**src/rtl/step_ramp_ctrl.sv**
```systemverilog
// Stepper move sequencer: accepts move commands and emits a linearly ramped step pulse train.
// Optional STEP_RAMP_CTRL_POS_EN adds a signed 32-bit step position counter output.
module step_ramp_ctrl #(
  parameter int unsigned SIZE         = 16,
  parameter int unsigned START_PERIOD = 2000,
  parameter int unsigned ACCEL_STEP   = 50,
  parameter int unsigned MIN_PERIOD   = 4
) (
  input  logic            clk,
  input  logic            rst,
  input  logic            drv_en_SM,
  input  logic            cmd_valid,
  output logic            cmd_ready,
  input  logic [SIZE-1:0] cmd_steps,
  input  logic [SIZE-1:0] cmd_period,
  input  logic            cmd_dir,
  input  logic            stop,
  output logic            step,
  output logic            dir,
  output logic            busy,
  output logic            done,
  output logic [SIZE-1:0] steps_left
`ifdef STEP_RAMP_CTRL_POS_EN
  ,
  output logic signed [31:0] position
`endif
);

  localparam int unsigned PW = SIZE + 1;
  localparam logic [PW-1:0] START_W = PW'(START_PERIOD);
  localparam logic [PW-1:0] ACCEL_W = PW'(ACCEL_STEP);
  localparam logic [PW-1:0] MIN_W   = PW'(MIN_PERIOD);

  localparam logic [1:0] IDLE   = 2'd0;
  localparam logic [1:0] ACCEL  = 2'd1;
  localparam logic [1:0] CRUISE = 2'd2;
  localparam logic [1:0] DECEL  = 2'd3;

  logic [1:0]      state, state_n;
  logic [SIZE-1:0] period, period_n;
  logic [SIZE-1:0] tgt, tgt_n;
  logic [SIZE-1:0] acc_cnt, acc_n;
  logic [SIZE-1:0] steps_n;
  logic [SIZE-1:0] cnt, cnt_n;
  logic            stop_req, stop_req_n;
  logic            zero_pend, zero_pend_n;
  logic            dir_n, done_n, step_n;
  logic [SIZE-1:0] sl, sl_dec, thr;
  logic [PW-1:0]   cp, p_ext;

  assign cmd_ready = (state == IDLE) && drv_en_SM && !stop;
  assign busy      = (state != IDLE);

  // Next-state and datapath update; a boundary is any busy cycle with cnt == period.
  always_comb begin
    state_n     = state;
    period_n    = period;
    tgt_n       = tgt;
    acc_n       = acc_cnt;
    steps_n     = steps_left;
    cnt_n       = cnt;
    stop_req_n  = stop_req;
    zero_pend_n = 1'b0;
    dir_n       = dir;
    done_n      = 1'b0;
    sl          = steps_left;
    sl_dec      = steps_left;
    cp          = {1'b0, cmd_period};
    p_ext       = '0;
    thr         = '0;
    step_n      = 1'b0;
    case (state)
      IDLE: begin
        stop_req_n = 1'b0;
        done_n     = zero_pend;
        if (cmd_valid && cmd_ready) begin
          dir_n = cmd_dir;
          if (cp < MIN_W)        tgt_n = SIZE'(MIN_W);
          else if (cp > START_W) tgt_n = SIZE'(START_W);
          else                   tgt_n = cmd_period;
          // Preload cnt == period so the first cycle after acceptance is a boundary.
          period_n = SIZE'(START_W);
          cnt_n    = SIZE'(START_W);
          acc_n    = '0;
          steps_n  = cmd_steps;
          if (cmd_steps == '0) zero_pend_n = 1'b1;
          else                 state_n     = ACCEL;
        end
      end
      default: begin
        if (!drv_en_SM) begin
          state_n    = IDLE;
          done_n     = 1'b1;
          stop_req_n = 1'b0;
        end else if (cnt != period) begin
          cnt_n      = cnt + SIZE'(1);
          stop_req_n = stop_req | stop;
        end else begin
          sl         = (stop_req && (acc_cnt < steps_left)) ? acc_cnt : steps_left;
          stop_req_n = stop;
          if (sl == '0) begin
            state_n    = IDLE;
            done_n     = 1'b1;
            steps_n    = '0;
            stop_req_n = 1'b0;
          end else begin
            sl_dec  = sl - SIZE'(1);
            steps_n = sl_dec;
            cnt_n   = SIZE'(1);
            if (sl_dec <= acc_cnt) begin
              state_n  = DECEL;
              p_ext    = {1'b0, period} + ACCEL_W;
              period_n = (p_ext > START_W) ? SIZE'(START_W) : SIZE'(p_ext);
              acc_n    = (acc_cnt == '0) ? '0 : acc_cnt - SIZE'(1);
            end else if (period > tgt) begin
              state_n  = ACCEL;
              p_ext    = {1'b0, tgt} + ACCEL_W;
              period_n = ({1'b0, period} > p_ext) ? SIZE'({1'b0, period} - ACCEL_W) : tgt;
              acc_n    = acc_cnt + SIZE'(1);
            end else begin
              state_n = CRUISE;
            end
          end
        end
      end
    endcase
    thr = period_n >> 2;
    if (thr == '0) thr = SIZE'(1);
    step_n = (state_n != IDLE) && (cnt_n <= thr);
  end

  always_ff @(posedge clk) begin
    if (rst) begin
      state      <= IDLE;
      period     <= '0;
      tgt        <= '0;
      acc_cnt    <= '0;
      steps_left <= '0;
      cnt        <= '0;
      stop_req   <= 1'b0;
      zero_pend  <= 1'b0;
      dir        <= 1'b0;
      done       <= 1'b0;
      step       <= 1'b0;
    end else begin
      state      <= state_n;
      period     <= period_n;
      tgt        <= tgt_n;
      acc_cnt    <= acc_n;
      steps_left <= steps_n;
      cnt        <= cnt_n;
      stop_req   <= stop_req_n;
      zero_pend  <= zero_pend_n;
      dir        <= dir_n;
      done       <= done_n;
      step       <= step_n;
    end
  end

`ifdef STEP_RAMP_CTRL_POS_EN
  logic issue;
  assign issue = (state != IDLE) && drv_en_SM && (cnt == period) && (sl != '0);

  // Position follows each issued step in the latched direction.
  always_ff @(posedge clk) begin
    if (rst)        position <= 32'sd0;
    else if (issue) position <= dir ? position + 32'sd1 : position - 32'sd1;
  end
`endif

endmodule

```
**config.mk**
```make
export PLATFORM = sky130hd
export DESIGN_NAME = step_ramp_ctrl
export DESIGN_NICKNAME = d
export VERILOG_FILES = /design/src/rtl/step_ramp_ctrl.sv
export SDC_FILE = /design/constraint.sdc
export NUM_CORES = 1
export LEC_CHECK = 0
export CAP_MARGIN = 25
export CORE_AREA = 2 2 139 141
export CTS_CLUSTER_SIZE = 28
export DETAILED_ROUTE_END_ITERATION = 8
export DIE_AREA = 0 0 141 143
export PLACE_DENSITY = 0.67
export SYNTH_ARGS = -nofsm -noshare
export SYNTH_HDL_FRONTEND = slang
export SYNTH_SLANG_ARGS = --single-unit
```
**constraint.sdc**
```tcl
create_clock -name clk -period 10.1 [get_ports clk]
set_input_delay 2.02 -clock clk [delete_from_list [all_inputs] [get_ports clk]]
set_output_delay 2.02 -clock clk [all_outputs]
set_load 0.02 [all_outputs]
```
==> results of run 1 <==
[path summary, 6_finish.rpt]
check / from / end
worst max register to register: steps_left[6] / step
worst min register to register: dir / dir
worst max-delay path: steps_left[6] / step
worst min-delay path: dir / dir
[cell usage in the layout, fill, tap and decap left out, drive strengths merged, types with 13 or more instances in the layout]
cell,n
a31oi,13
o21ai,66
nor3,51
ha,84
nand2,94
a221oi,16
a21oi,69
nand3,47
mux2i,15
dfxtp,87
buf,16
and3,20
xor2,21
clkdlybuf4s50,57
inv,63
nor2,101
a211oi,26
xnor2,42
and2,19
nand4,28
nor4,26
nor2b,13
nand2b,13
[tightest hold or removal path: cells and delay by family, from the launching register on]
family / cells / cell delay (ns)
simple gates: 1 / 0.05
compound gates: 1 / 0.05
flops: 1 / 0.31
[where the power goes]
part           switching [uW]  internal (uW)  total, uW
clock network             156            174        330
logic                     285            188        473
registers                19.5            353        373
[metrics by stage]
| step | instances | hold WS (ns) | setup WS, ns |
|---|---|---|---|
| after floorplan | 1118 | 0.4545 | 2.601 |
| after global placement | 1358 | 0.4484 | 1.781 |
| after detailed placement | 1358 | 0.4506 | 1.487 |
| after CTS | 1374 | 0.4636 | 1.449 |
| after global routing | 1374 | 0.4852 | 0.5909 |
| final | 1374 | 0.4621 | 1.339 |
[registers in the layout, summed over array words and instances, names as in the netlist, 2 cells and up]
name	flops
acc_cnt	16
cnt	16
period	16
state	2
steps_left	16
tgt	16
[layout make-up]
cell class | instances | area (um2) | share of cell area (%)
inverters | 64 | 240.2 | 2.604
clock inverters | 6 | 43.79 | 0.4748
well taps | 234 | 292.8 | 3.174
flip-flops and latches | 87 | 1742 | 18.88
repair buffers | 73 | 688.2 | 7.461
clock buffers | 10 | 239.0 | 2.591
multi-input cells | 900 | 5978 | 64.81
[cells by family (layout without fill, tap and decap cells)]
family / after synthesis / in the layout / share of synthesized area [%]
and+or+nand+nor: 451 / 451 / 27.65
buffers and inverters: 131 / 153 / 6.213
AOI/OAI and AO/OA: 286 / 286 / 23.42
DFF: 87 / 87 / 21.20
muxes: 16 / 16 / 2.010
xor gates and xnor gates: 63 / 63 / 6.715
adders and majority gates: 84 / 84 / 12.79
[routing by layer]
metal	vias to the layer above	wire length, um	track usage [%]
met2	246	12830	45.88
met3	63	1287	4.561
met5	-	0	0
met1	4036	11520	32.62
li1	4135	-	-
met4	0	858	9.526
==> metrics, run 1 <==
outcome=finished, final reports clean; Cell Rows=50; die area=0.02016 mm2; Design Power=1176 uW; RSZ-0062 raised after global routing=no; crit path max fanout=19; I/O pin cnt=59; DR WL/cell=19.29 um; Primary FF master, synth=dfxtp_1; Hold-fix buffers, CTS=0; CP top delay family=simple AND/OR/NAND/NOR gates; crit start category=flip-flop; Synth Cell Area=0.008217 mm2; Vias/cell=6.172; stages on the worst setup path=36; Die Y=143 um; initial antenna violation count=0; Cell Area, Placed=0.008941 mm2; share of the synthesized area in the top cell type=21.20%; vias in the first global route=7,848; Pleak=0.003621 uW; Post-Route WL=26,500 um; DR vias=8,480; Clock Latency Late Sink=0.36 ns; Max-Cap Viols=0; critical path data required time=10.40 ns; cell depth of the worst flop-to-flop path=36; R2R setup slack=1.34 ns; Final period util=86.75%; clock root cell=clkbuf_16; relative slew slack=31.45%; final setup vio count=0; top-count cell post-synth=nor2_1; buffers plus inverters on the worst setup path=2; hold crit path type=reg2reg; Clock Sinks=87; synth warn=0; CP max stage delay=0.88 ns; Syn Inst Count=1,118; H-tree depth=3; final hold viol count=0; most instantiated cells after synthesis=101 x nor2_1, 93 x nand2_1, 87 x dfxtp_1, 84 x ha_1, 69 x a21oi_1; drt first-iter violations=586; Power Dens Cells=127.5 mW/mm2; post-synthesis cell type count=79; Worst-path clk slew=0.07 ns; top post-synthesis cells by area=dfxtp_1 21%, ha_1 13%, nor2_1 4.6%; post-route ant nets=0; CTS tree=yes; Antenna Cells=0; largest net degree at the start of global routing=57; Async SR Flop Fraction=0%; layout cells sized above 1=5.000%; highest clock rate=114.1 MHz; HPWL after DPL=20,190 um; sequential share of the synthesized area=21.20%; CORE AREA=0.01858 mm2; NumNets Final=1,257; Hold Path Depth=2; min Tclk post-route=8.761 ns; number of port buffers=58; grt total ovfl=0; Worst-Margin Slew=1.024 ns; die width=141 um; Seq cells post-synth=87; routability cong.=0.9412; Worst Skew=0.01329 ns; Finished Cell Area=0.009224 mm2; # fillers=1,850; Final TNS setup=0 ns; TritonCTS Buffers=9; Setup CP Type=reg2reg; CTS resizes=0; DRC=0; synthesis-to-finish area growth=12.26%; clk buf depth=2; number of synthesized flops with an enable pin=0; final core utilization=49.64%; Syn Nets=1,240; Post-CTS Setup Inserts=0; first-pass GRT wire length=42,120 um; Tot GR Track Use=26.29%; dominant cell type by area after synthesis=dfxtp_1; Max Slew Vio Count=0; crit path max-delay cell type=and3_1; Setup crit end kind=flip-flop; syn avg cell area=7.349 um2; Worst Path Arrival=9.06 ns; Initial Util=44.22%; drt pass-1 iters=5; Max rail drop VDD=0.09687 mV
No activity file was read; power rests on OpenSTA's default activity.
==> run 2, diff against run 1 <==
==> config.mk (replaced) <==
export PLATFORM = sky130hd
export DESIGN_NAME = step_ramp_ctrl
export DESIGN_NICKNAME = d
export VERILOG_FILES = /design/src/rtl/step_ramp_ctrl.sv
export SDC_FILE = /design/constraint.sdc
export NUM_CORES = 1
export LEC_CHECK = 0
export ABC_AREA = 1
export CAP_MARGIN = 25
export CORE_AREA = 2 2 145 147
export CTS_CLUSTER_SIZE = 28
export DETAILED_ROUTE_END_ITERATION = 8
export DIE_AREA = 0 0 147 149
export PLACE_DENSITY = 0.66
export SYNTH_ARGS = -nofsm -noshare
export SYNTH_HDL_FRONTEND = slang
export SYNTH_SLANG_ARGS = --single-unit
==> run 2 against run 1 <==
Against the previous run: power is 9.1% higher; highest routed layer unchanged; largest cell class unchanged; sequential power is 2% higher; combinational power is 12% higher; global-route usage is 0.40 points lower; clock-buffer cell count is 1 lower; hold slack better by 0.016 ns; critical path depth is 12 higher.
==> metrics, run 2 <==
outcome=finished, final reports clean; Synth Cell Area=0.008949 mm2; CP startpoint=acc_cnt[12]; worst reg2reg path startpoint=acc_cnt[12]; share of the synthesized area in the top cell type=19.46%; TritonCTS Buffers=9; RSZ-0062 raised after global routing=no; Worst R2R End=step; Hold-fix buffers, CTS=0; synthesis-to-finish area growth=11.40%; crit start category=flip-flop; dominant cell type by area after synthesis=dfxtp_1; Finished Cell Area=0.009968 mm2; Worst Path Arrival=8.50 ns; crit path max fanout=30; buffers plus inverters on the worst setup path=4; first-pass GRT wire length=45,660 um; Antenna Cells=0; highest clock rate=121.1 MHz; CORE AREA=0.02056 mm2; Post-CTS Setup Inserts=0; vias in the first global route=8,950; clock root cell=clkbuf_16; I/O pin cnt=59; # fillers=2,201; drt first-iter violations=754; min Tclk post-route=8.260 ns; most frequent cells in the layout=361 x nand2_1, 150 x nor2_1, 147 x inv_1; Die Y=149 um; area of the multi-input gates=0.006319 mm2; cell depth of the worst flop-to-flop path=48; initial antenna violation count=0; CP dominant cell by count=nand2_1; Initial Util=43.53%; Cell Rows=53; HPWL after DPL=21,650 um; die width=147 um; final setup vio count=0; grt total ovfl=0; Max rail drop VDD=0.09006 mV; H-tree depth=3; Tot GR Track Use=25.89%; Storage cell area=0.001742 mm2; NumNets Final=1,589; critical path data required time=10.34 ns; Syn Inst Count=1,449; Seq cells post-synth=87; Syn Nets=1,571; post-synthesis cell type count=54; Primary FF master, synth=dfxtp_1; most instantiated cells after synthesis=361 x nand2_1, 151 x nor2_1, 147 x inv_1, 126 x a21oi_1; syn avg cell area=6.176 um2; Vias/cell=5.545; DR vias=9,687; die area=0.02190 mm2; Max-Cap Viols=0; most common cell after layout, fill and taps aside=nand2_1; sequential share of the synthesized area=19.46%; Worst-path clk slew=0.07 ns; Clock Latency Late Sink=0.36 ns; worst setup path end=step; synth warn=0; Worst Skew=0.009765 ns; largest net degree at the start of global routing=59; top-count cell post-synth=nand2_1; final hold viol count=0; CTS resizes=0; Power Dens Cells=128.8 mW/mm2; Final period util=81.78%; Final TNS setup=0 ns; Hold Path Depth=2; DR WL/cell=16.24 um; routability cong.=0.9590; hold crit path type=reg2reg; Setup crit end kind=flip-flop; Pleak=0.004564 uW; clk buf depth=2; drt pass-1 iters=5; R2R setup slack=1.84 ns; relative slew slack=28.38%; CP max stage delay=1.01 ns; Cell Area, Placed=0.009648 mm2; Max Slew Vio Count=0; Async SR Flop Fraction=0%; number of port buffers=58; Worst-Margin Slew=1.070 ns; Setup CP Type=reg2reg; crit path max-delay cell type=nor2_1; layout cells sized above 1=4.823%; Clock Sinks=87; post-route ant nets=0; stages on the worst setup path=48; Post-Route WL=28,380 um; CP top delay family=simple AND/OR/NAND/NOR gates; top post-synthesis cells by area=dfxtp_1 19%, nand2_1 15%, ha_1 12%; DRC=0; number of synthesized flops with an enable pin=0; CTS tree=yes
==> run 2: how the worst min path moves through the flow <==
stage / startpoint / end / slack, ns
2_1_floorplan: tgt[0] / tgt[0] / 0.46
5_1_grt: dir / dir / 0.50
4_1_cts: dir / dir / 0.48
6_report: dir / dir / 0.48
3_3_place_gp: dir / dir / 0.46
3_5_place_dp: dir / dir / 0.46
==> run 2: metrics by stage <==
| step | util (%) | instances | hold slack (ns) | total power (uW) | setup WS (ns) |
|---|---|---|---|---|---|
| 4_1_cts | 48.49 | 1747 | 0.4764 | 1285 | 2.003 |
| 5_1_grt | 48.49 | 1747 | 0.4997 | 1368 | 1.066 |
| 6_report | 48.49 | 1747 | 0.4782 | 1284 | 1.840 |
| 2_1_floorplan | - | 1449 | 0.4622 | 763.4 | 4.227 |
| 3_3_place_gp | 46.93 | 1731 | 0.4596 | 899.7 | 2.199 |
| 3_5_place_dp | 46.93 | 1731 | 0.4631 | 904.7 | 2.017 |
==> run 2: metal layers <==
metal | share of wire (%) | GRT usage, % | vias up
li1 | - | - | 4843
met2 | 48 | 45.42 | 360
met3 | 5.7 | 3.364 | 75
met1 | 43 | 32.33 | 4409
met4 | 3.2 | 10.29 | 0
met5 | 0 | 0 | -
==> run 2: area by class of cell <==
class	instances	share of cell area (%)
multi-input cells	1142	63.39
flip-flops and latches	87	17.47
clock inverters	7	0.9539
repair buffers	67	6.452
clock buffers	9	2.259
inverters	160	6.025
well taps	275	3.452
==> run 2: worst min-delay path, delay by kind of cell, from the launching register on <==
family	cells	cell delay, ns
compound gates	1	0.06
flops	1	0.32
simple gates	1	0.06
==> run 2: logic make-up after synthesis <==
logic type	count (synthesis)	synth area share (%)
flip-flops	87	19.46
adder cells (fa/ha/maj)	84	11.74
XOR/XNOR	69	6.753
buffers and inverters	220	9.955
AND/OR/NAND/NOR	722	35.37
AO/OA/AOI/OAI	267	16.71
==> run 2: power by group <==
group	internal, uW	leakage, uW	total [uW]	switching (uW)
Sequential	357	0.000707	380	23.7
Clock	218	0.000156	375	157
Combinational	173	0.00370	528	355
